File: config.mk
export PLATFORM = sky130hd
export DESIGN_NAME = alu_exe_stage_flat
export DESIGN_NICKNAME = d
export VERILOG_FILES = /design/src/rtl/alu_exe_stage_if.sv /design/src/rtl/alu_exe_stage.sv /design/src/flat_wrapper.sv
export SDC_FILE = /design/constraint.sdc
export NUM_CORES = 1
export LEC_CHECK = 0
export BUFFER_PORTS_ARGS = -buffer_cell sky130_fd_sc_hd__buf_2
export CORE_MARGIN = 1
export CORE_UTILIZATION = 55
export DETAILED_ROUTE_END_ITERATION = 6
export PLACE_DENSITY_LB_ADDON = 0.25
export SYNTH_ARGS = -nofsm -noshare
export SYNTH_HDL_FRONTEND = slang
export SYNTH_SLANG_ARGS = --single-unit
File: constraint.sdc
create_clock -name clk -period 6.84 [get_ports clk]
set_clock_uncertainty 0.2 [all_clocks]
set_input_delay 2.052 -clock clk [delete_from_list [all_inputs] [get_ports clk]]
set_output_delay 2.052 -clock clk [all_outputs]
set_load 0.02 [all_outputs]
File: src/rtl/alu_exe_stage_if.sv
// rtl/alu_exe_stage_if.sv - issue/result bundle between ALU control and the execute stage
//
// Purpose: groups the issue-side inputs (in_*) and the registered result
// outputs (out_*) of the execute stage.
// Ports (as signals):
//   in_valid, in_ctrl[4:0], in_src1/in_src2[XLEN], in_rd[4:0], in_wb_en,
//   in_stall, in_flush                       -- driven by the issuing side
//   out_valid, out_result[XLEN], out_rd[4:0], out_wb_en, out_br_taken,
//   out_illegal                              -- driven by the execute stage
// Modports: master = issuing side, slave = execute stage.
interface alu_exe_stage_if #(
    parameter int XLEN = 32
);
    logic            in_valid;
    logic [4:0]      in_ctrl;
    logic [XLEN-1:0] in_src1;
    logic [XLEN-1:0] in_src2;
    logic [4:0]      in_rd;
    logic            in_wb_en;
    logic            in_stall;
    logic            in_flush;

    logic            out_valid;
    logic [XLEN-1:0] out_result;
    logic [4:0]      out_rd;
    logic            out_wb_en;
    logic            out_br_taken;
    logic            out_illegal;

    modport master (
        output in_valid, in_ctrl, in_src1, in_src2, in_rd, in_wb_en, in_stall, in_flush,
        input  out_valid, out_result, out_rd, out_wb_en, out_br_taken, out_illegal
    );

    modport slave (
        input  in_valid, in_ctrl, in_src1, in_src2, in_rd, in_wb_en, in_stall, in_flush,
        output out_valid, out_result, out_rd, out_wb_en, out_br_taken, out_illegal
    );
endinterface

File: src/rtl/alu_exe_stage.sv
// rtl/alu_exe_stage.sv - single-cycle ALU execute stage with registered outputs
//
// Purpose: computes ALU/branch/JALR results from the issued operands and
// captures them into an output register; stall holds, flush inserts a bubble.
// Ports:
//   clk    -- clock, all state on rising edge
//   rst_n  -- synchronous active-low reset
//   bus    -- alu_exe_stage_if.slave (in_* issue inputs, out_* registered outputs)
module alu_exe_stage #(
    parameter int XLEN = 32
) (
    input  logic           clk,
    input  logic           rst_n,
    alu_exe_stage_if.slave bus
);
    localparam logic [4:0] OP_ADD  = 5'd0;
    localparam logic [4:0] OP_SUB  = 5'd1;
    localparam logic [4:0] OP_SLL  = 5'd2;
    localparam logic [4:0] OP_SLT  = 5'd3;
    localparam logic [4:0] OP_SLTU = 5'd4;
    localparam logic [4:0] OP_XOR  = 5'd5;
    localparam logic [4:0] OP_SRL  = 5'd6;
    localparam logic [4:0] OP_SRA  = 5'd7;
    localparam logic [4:0] OP_OR   = 5'd8;
    localparam logic [4:0] OP_AND  = 5'd9;
    localparam logic [4:0] OP_JALR = 5'd10;
    localparam logic [4:0] OP_BEQ  = 5'd11;
    localparam logic [4:0] OP_BNE  = 5'd12;
    localparam logic [4:0] OP_BLT  = 5'd13;
    localparam logic [4:0] OP_BGE  = 5'd14;
    localparam logic [4:0] OP_BLTU = 5'd15;
    localparam logic [4:0] OP_BGEU = 5'd16;
    localparam logic [4:0] OP_IMM  = 5'd17;

    logic [XLEN-1:0] src1;
    logic [XLEN-1:0] src2;
    logic [4:0]      shamt;
    logic [XLEN-1:0] sum;
    logic            eq;
    logic            lt_s;
    logic            lt_u;
    logic [XLEN-1:0] res;
    logic            br;
    logic            illegal;
    logic            live;

    assign src1  = bus.in_src1;
    assign src2  = bus.in_src2;
    assign shamt = src2[4:0];
    assign sum   = src1 + src2;
    assign eq    = (src1 == src2);
    assign lt_s  = ($signed(src1) < $signed(src2));
    assign lt_u  = (src1 < src2);
    // A slot only carries side effects when it is valid and not being killed.
    assign live  = bus.in_valid & ~bus.in_flush;

    always_comb begin
        res     = '0;
        br      = 1'b0;
        illegal = 1'b0;
        case (bus.in_ctrl)
            OP_ADD:  res = sum;
            OP_SUB:  res = src1 - src2;
            OP_SLL:  res = src1 << shamt;
            OP_SLT:  res = {{(XLEN-1){1'b0}}, lt_s};
            OP_SLTU: res = {{(XLEN-1){1'b0}}, lt_u};
            OP_XOR:  res = src1 ^ src2;
            OP_SRL:  res = src1 >> shamt;
            OP_SRA:  res = $unsigned($signed(src1) >>> shamt);
            OP_OR:   res = src1 | src2;
            OP_AND:  res = src1 & src2;
            OP_JALR: begin
                res = {sum[XLEN-1:1], 1'b0};
                br  = 1'b1;
            end
            OP_BEQ:  br = eq;
            OP_BNE:  br = ~eq;
            OP_BLT:  br = lt_s;
            OP_BGE:  br = ~lt_s;
            OP_BLTU: br = lt_u;
            OP_BGEU: br = ~lt_u;
            OP_IMM:  res = src2;
            default: illegal = 1'b1;
        endcase
    end

    // Flush wins over stall so a killed slot never lingers in the register.
    always_ff @(posedge clk) begin
        if (!rst_n) begin
            bus.out_valid    <= 1'b0;
            bus.out_result   <= '0;
            bus.out_rd       <= '0;
            bus.out_wb_en    <= 1'b0;
            bus.out_br_taken <= 1'b0;
            bus.out_illegal  <= 1'b0;
        end else if (bus.in_flush || !bus.in_stall) begin
            bus.out_valid    <= live;
            bus.out_result   <= res;
            bus.out_rd       <= bus.in_rd;
            bus.out_wb_en    <= live & bus.in_wb_en & ~illegal;
            bus.out_br_taken <= live & br;
            bus.out_illegal  <= live & illegal;
        end
    end
endmodule

File: src/flat_wrapper.sv
// flat-port wrapper written by rule: the top's interface ports become plain ports
module alu_exe_stage_flat 
#(
    parameter int XLEN = 32
)
  (clk, rst_n, bus_in_valid, bus_in_ctrl, bus_in_src1, bus_in_src2, bus_in_rd, bus_in_wb_en, bus_in_stall, bus_in_flush, bus_out_valid, bus_out_result, bus_out_rd, bus_out_wb_en, bus_out_br_taken, bus_out_illegal);
  alu_exe_stage_if #(.XLEN(XLEN)) bus_i ();
  input  logic clk;
  input  logic rst_n;
  input wire logic [$bits(bus_i.in_valid)-1:0] bus_in_valid;
  input wire logic [$bits(bus_i.in_ctrl)-1:0] bus_in_ctrl;
  input wire logic [$bits(bus_i.in_src1)-1:0] bus_in_src1;
  input wire logic [$bits(bus_i.in_src2)-1:0] bus_in_src2;
  input wire logic [$bits(bus_i.in_rd)-1:0] bus_in_rd;
  input wire logic [$bits(bus_i.in_wb_en)-1:0] bus_in_wb_en;
  input wire logic [$bits(bus_i.in_stall)-1:0] bus_in_stall;
  input wire logic [$bits(bus_i.in_flush)-1:0] bus_in_flush;
  output wire logic [$bits(bus_i.out_valid)-1:0] bus_out_valid;
  output wire logic [$bits(bus_i.out_result)-1:0] bus_out_result;
  output wire logic [$bits(bus_i.out_rd)-1:0] bus_out_rd;
  output wire logic [$bits(bus_i.out_wb_en)-1:0] bus_out_wb_en;
  output wire logic [$bits(bus_i.out_br_taken)-1:0] bus_out_br_taken;
  output wire logic [$bits(bus_i.out_illegal)-1:0] bus_out_illegal;
  assign bus_i.in_valid = bus_in_valid;
  assign bus_i.in_ctrl = bus_in_ctrl;
  assign bus_i.in_src1 = bus_in_src1;
  assign bus_i.in_src2 = bus_in_src2;
  assign bus_i.in_rd = bus_in_rd;
  assign bus_i.in_wb_en = bus_in_wb_en;
  assign bus_i.in_stall = bus_in_stall;
  assign bus_i.in_flush = bus_in_flush;
  assign bus_out_valid = bus_i.out_valid;
  assign bus_out_result = bus_i.out_result;
  assign bus_out_rd = bus_i.out_rd;
  assign bus_out_wb_en = bus_i.out_wb_en;
  assign bus_out_br_taken = bus_i.out_br_taken;
  assign bus_out_illegal = bus_i.out_illegal;
  alu_exe_stage #(.XLEN(XLEN)) u_core (.clk(clk), .rst_n(rst_n), .bus(bus_i));
endmodule
==> flow_summary.yaml, run 1 <==
cts:
  cts.path.max_buffers: 2
  hold_buffers: 0
  numCtsBuffers: 5
  cts_tree: "built"
  clock_latency_ns: 0.28
  root_buffer: "clkbuf_16"
  cts_sinks: 41
  cts_resized: 0
  h-tree-depth: 2
  post_cts_buffers: 0
  clk_pin_slew_ns: 0.08
power_and_ir_drop:
  p_sw_uw: 675
  powerDensity_mw_per_mm2: 119
  power.internal_uw: 662
  p_leak_nw: 4.97
  seqPwrFrac_pct: 19.2
  pwr-share-clk_pct: 18.6
  sw_frac_of_total_pct: 50.5
  p_comb_share_pct: 62.1
  vdd_drop_max_mv: 0.0913
routing:
  drc: 0
  drtPass1Iterations: 7
  wl_per_cell_um: 26.5
  dr_total_vias: 13200
  ant_nets: 0
  wirelength_um: 48100
  viasPerCell: 7.27
  drt_iter0_markers: 1992
sta:
  layout_worst_path_cycle_share_pct: 78.4
  worstMarginPinSlew_ns: 1.31
  slew_viol_final: 0
  hold_violations: 0
  whs_ns: 0.250
  maxSlewHeadroom_pct: 11.4
  finalWorstSetupSlack_ns: 1.48
  period_minus_slack_ns: 5.36
  tns_ns: 0
  grt_setup_unrepaired: "false"
  fmax_ghz: 0.187
  setup_viol: 0
global_routing:
  track_usage_pct: 47.7
  antenna_found_initial: 0
  grt_pass1_vias: 11800
  grt_pass1_wl_um: 71600
  grt_overflow: 0
  grt_max_degree: 61
floorplan:
  die_area_mm2: 0.0196
  dieWidth_um: 140
  fp.dieH_um: 140
  row_count: 50
  core_area_mm2: 0.0187
  io_pins: 121
  initial_core_util_pct: 55.9
critical_path:
  cpLargestDelayFamily: "compound AO/OA/AOI/OAI gates"
  crit_path_end_kind: "register"
  arrival_ns: 5.38
  critPathBufInv: 1
  start_kind: "input pin"
  slowest_stage: "a2111oi_1"
  critPathRequiredTime_ns: 6.86
  cp_common_cell: "o21ai_1"
  path_max_fanout: 32
  worstSetupPathType: "in2reg"
  crit_path_max_incr_delay_ns: 0.60
  path_cells: "buf_4, ha_1, fa_1, o21bai_1, a2111oi_1, o21ai_1, o21ai_1, a21oi_1, o31ai_1, mux2i_1, nand3_1, a211oi_1"
synthesis:
  yosys.area_share.xor_xnor_pct: 1.17
  synth_edf_count: 0
  synth_compound_area_share_pct: 35.9
  synth-adder-area-share_pct: 12.1
  synth_cell_types: 86
  ys.flop_type: "dfxtp_1"
  syn_area_mm2: 0.0105
  yosysWarnings: 0
  netlist_instances: 1546
  synthMuxAreaShare_pct: 13.2
  synth_area_leader_cell: "ha_1"
  ys_ff_latch: 41
  yosys-top-cells-area: "ha_1, dfxtp_1, a21oi_1"
  synth_top_family_by_area: "compound AO/OA/AOI/OAI gates"
  seq_area_frac_synth_pct: 7.84
  ys_async_sr_fraction_pct: 0
  synth_fp_nets: 1726
  yosys.area_share.simple_pct: 21.3
  synth_top_area_share_pct: 11.7
  syn_avg_cell_area_um2: 6.77
final_layout:
  syn2layout_area_growth_pct: 7.54
  layout_common_cells: "nand2_1, nor2_1, a21oi_1"
  finalInstanceArea_mm2: 0.0113
  diodes: 0
  layout.nets: 1761
  final_cells: 1816
  drive_gt1_share_pct: 14.1
placed_design:
  dpl_cell_area_mm2: 0.0111
  post-place-cells: 1808
  dp_slack_ns: 1.30
  numPortBuffers: 120
  dpl.hpwl_um: 37400
  gp_congestion: 1.11
hold_path:
  hold_path.class: "reg2reg"
job:
  maxCapViolCount: 0
run_status:
  status: "completed"
cell type report:
cell class	count	area, um2
Fill cell	1883	7450
Timing Repair Buffer	153	863
Multi-Input combinational cell	1283	8770
Sequential cell	41	821
Inverter	97	364
Clock buffer	5	125
Clock inverter	3	17.5
Tap cell	234	293
power groups by stage:
stage | clock network [mW] | logic [mW] | registers [mW]
6_report | 0.249 | 0.831 | 0.257
5_1_grt | 0.260 | 0.876 | 0.258
4_1_cts | 0.248 | 0.790 | 0.257
3_5_place_dp | 0 | 0.786 | 0.262
3_3_place_gp | 0 | 0.786 | 0.262
2_1_floorplan | 0 | 0.515 | 0.275
Yosys cell counts (31+ instances only):
library cell,instances
a211oi_1,32
clkbuf_1,85
a21oi_1,149
dfxtp_1,41
ha_1,98
nand2_1,149
a221oi_1,31
nor2_1,149
inv_1,93
o21ai_0,126
nand3_1,32
mux2i_1,73
logic make-up after synthesis:
group / after synthesis
simple gates: 480
xor+xnor: 14
compound gates: 573
fa+ha+maj: 100
flops: 41
mux: 116
buf+inv: 222
stage by stage:
step                      power (mW)  utilization [%]
final                           1.34             60.2
after global routing            1.39             60.2
after CTS                       1.29             60.2
after detailed placement        1.05             59.4
after global placement          1.05             59.4
after floorplan                0.790                -
worst reg2reg max path: stages, from the launching register on:
cell      delay, ns
dfxtp_1        0.33
a221oi_1       0.27
nand2_1        0.21
a21oi_1        0.16
o221ai_1       0.27
a221oi_1       0.35
nor3b_1        0.10
registers in the layout (all words and copies together), names as in the netlist:
register,cells
u_core.bus.out_br_taken,1
u_core.bus.out_illegal,1
u_core.bus.out_rd,5
u_core.bus.out_result,32
u_core.bus.out_valid,1
u_core.bus.out_wb_en,1
metal layers:
metal  global-route usage (%)  up-vias  wire length, um
met5                        0        -                0
met4                     23.5        0             2690
met3                     12.4      199             7410
met2                     68.9     1124            19200
met1                     65.4     6087            18800
li1                         -     5800                -
path summary, 6_finish.rpt:
path / from / end / slack [ns] / cells after the start
worst max-delay path: bus_in_src2[0] / u_core.bus.out_br_taken$_SDFFE_PN0P_ / 1.48 / 12
worst min-delay path: u_core.bus.out_result[8]$_SDFFE_PN0P_ / u_core.bus.out_result[8]$_SDFFE_PN0P_ / 0.25 / 1
worst max register to register: u_core.bus.out_result[9]$_SDFFE_PN0P_ / u_core.bus.out_result[9]$_SDFFE_PN0P_ / 4.83 / 6
worst min register to register: u_core.bus.out_result[8]$_SDFFE_PN0P_ / u_core.bus.out_result[8]$_SDFFE_PN0P_ / 0.25 / 1
Power figures use the tool's default switching activity.
==> run 2, diff against run 1 <==
==> constraint.sdc (replaced) <==
create_clock -name clk -period 4.67 [get_ports clk]
set_clock_uncertainty 0.2 [all_clocks]
set_input_delay 1.401 -clock clk [delete_from_list [all_inputs] [get_ports clk]]
set_output_delay 1.401 -clock clk [all_outputs]
set_load 0.02 [all_outputs]
==> flow_summary.yaml, run 2 (same netlist as run 1, synthesis figures left out) <==
critical_path:
  critPathRequiredTime_ns: 4.69
  crit_path_max_incr_delay_ns: 0.43
  path_max_fanout: 6
  crit_path_end_kind: "register"
  cp_common_cell: "a31oi_1"
  slowest_stage: "fa_1"
  worstSetupPathType: "in2reg"
  path_cells: "buf_4, ha_1, fa_1, a21o_1, a221oi_2, o31a_1, o211a_1, o41a_1, o21ai_2, a2111oi_0, a31oi_1, a31oi_1"
  arrival_ns: 4.47
  cpLargestDelayFamily: "compound AO/OA/AOI/OAI gates"
  critPathBufInv: 1
  start_kind: "input pin"
routing:
  ant_nets: 0
  wl_per_cell_um: 26.2
  drt_iter0_markers: 2159
  dr_total_vias: 13900
  drc: 0
  viasPerCell: 7.19
  wirelength_um: 50600
  drtPass1Iterations: 7
cts:
  cts.path.max_buffers: 2
  cts_resized: 0
  post_cts_buffers: 0
  root_buffer: "clkbuf_16"
  clock_latency_ns: 0.29
  h-tree-depth: 2
  hold_buffers: 0
  clk_pin_slew_ns: 0.06
  cts_tree: "built"
  numCtsBuffers: 5
  cts_sinks: 41
sta:
  hold_violations: 0
  period_minus_slack_ns: 4.45
  whs_ns: 0.241
  setup_viol: 0
  slew_viol_final: 0
  worstMarginPinSlew_ns: 0.779
  tns_ns: 0
  grt_setup_unrepaired: "false"
  maxSlewHeadroom_pct: 46.7
  layout_worst_path_cycle_share_pct: 95.3
  fmax_ghz: 0.225
run_status:
  status: "completed"
final_layout:
  layout_common_cells: "nand2_1, nor2_1, a21oi_1"
  syn2layout_area_growth_pct: 16.4
  largest_register_ff_count: 32
  drive_gt1_share_pct: 20.0
  nFillCells: 1811
  reg_top3: "u_core.bus.out_result (32), u_core.bus.out_rd (5)"
  layout.nets: 1876
  regMostFlops: "u_core.bus.out_result"
  diodes: 0
placed_design:
  gp_congestion: 1.11
  numPortBuffers: 120
  dpl.hpwl_um: 40100
floorplan:
  dieWidth_um: 140
  die_area_mm2: 0.0196
  io_pins: 121
  row_count: 50
  core_area_mm2: 0.0187
  initial_core_util_pct: 55.9
  fp.dieH_um: 140
power_and_ir_drop:
  p_total_mw: 2.15
  pwr-share-clk_pct: 20.5
  p_comb_share_pct: 62.0
  sw_frac_of_total_pct: 47.9
  p_sw_mw: 1.03
  powerDensity_mw_per_mm2: 177
  seqPwrFrac_pct: 17.5
  p_leak_nw: 5.55
  power.internal_mw: 1.12
  vdd_drop_max_mv: 0.163
job:
  maxCapViolCount: 0
global_routing:
  track_usage_pct: 50.3
  antenna_found_initial: 2
  grt_max_degree: 63
  grt_overflow: 0
  grt_pass1_wl_um: 75000
  grt_pass1_vias: 12500
hold_path:
  hold_path.class: "reg2reg"
-- run 2: cell count changes in the layout (fill, tap and decap cells not counted) --
| cell | change |
|---|---|
| buf_12 | +2 |
| a2111oi_2 | +1 |
| inv_2 | -1 |
| bufinv_16 | +1 |
| buf_4 | +113 |
| inv_4 | +1 |
| clkinv_2 | -2 |
| clkbuf_8 | +1 |
| a2111oi_1 | -1 |
-- run 2: metal layers --
metal / track usage, % / vias to the layer above / part of all wire, %
met5: 0 / - / 0.036
met4: 24.0 / 2 / 5.7
met3: 17.3 / 251 / 16
met2: 72.9 / 1256 / 40
met1: 66.4 / 6352 / 38
li1: - / 6030 / -
-- run 2: worst paths after layout --
kind	cells after the start	end	slack, ns	start
worst max-delay path	12	u_core.bus.out_result[24]$_SDFFE_PN0P_	0.22	bus_in_src2[0]
worst min-delay path	2	u_core.bus.out_result[1]$_SDFFE_PN0P_	0.24	u_core.bus.out_result[1]$_SDFFE_PN0P_
worst max register to register	6	u_core.bus.out_result[27]$_SDFFE_PN0P_	2.72	u_core.bus.out_result[27]$_SDFFE_PN0P_
worst min register to register	2	u_core.bus.out_result[1]$_SDFFE_PN0P_	0.24	u_core.bus.out_result[1]$_SDFFE_PN0P_
-- run 2: worst min-delay path: cells and delay by family (launching register included) --
kind	cells	cell delay, ns
DFF	1	0.31
and+or+nand+nor	2	0.09
-- run 2: layout make-up --
| cell class | count | area [um2] | share of cell area (%) |
|---|---|---|---|
| clock inverter | 2 | 37.5 | 0.308 |
| inverter | 97 | 367 | 3.01 |
| tap | 234 | 293 | 2.40 |
| clock buffer | 6 | 139 | 1.14 |
| timing repair buffer | 268 | 1750 | 14.4 |
| multi-input combinational | 1283 | 8780 | 72.0 |
| sequential | 41 | 821 | 6.74 |
-- run 2: through the flow --
step           area, um2  util [%]  cells  setup WS [ns]
2_1_floorplan      10500         -   1546        0.00791
3_3_place_gp       12000      64.2   1923          0.112
3_5_place_dp       12000      64.2   1923         0.0411
4_1_cts            12200      65.1   1931          0.337
5_1_grt            12200      65.1   1931         0.0383
6_report           12200      65.1   1931          0.221
-- run 2: power by group through the flow --
stage	clock [mW]	sequential (mW)	combinational [mW]
5_1_grt	0.454	0.378	1.40
3_5_place_dp	0	0.384	1.26
4_1_cts	0.440	0.376	1.27
3_3_place_gp	0	0.384	1.25
2_1_floorplan	0	0.403	0.759
6_report	0.441	0.377	1.33
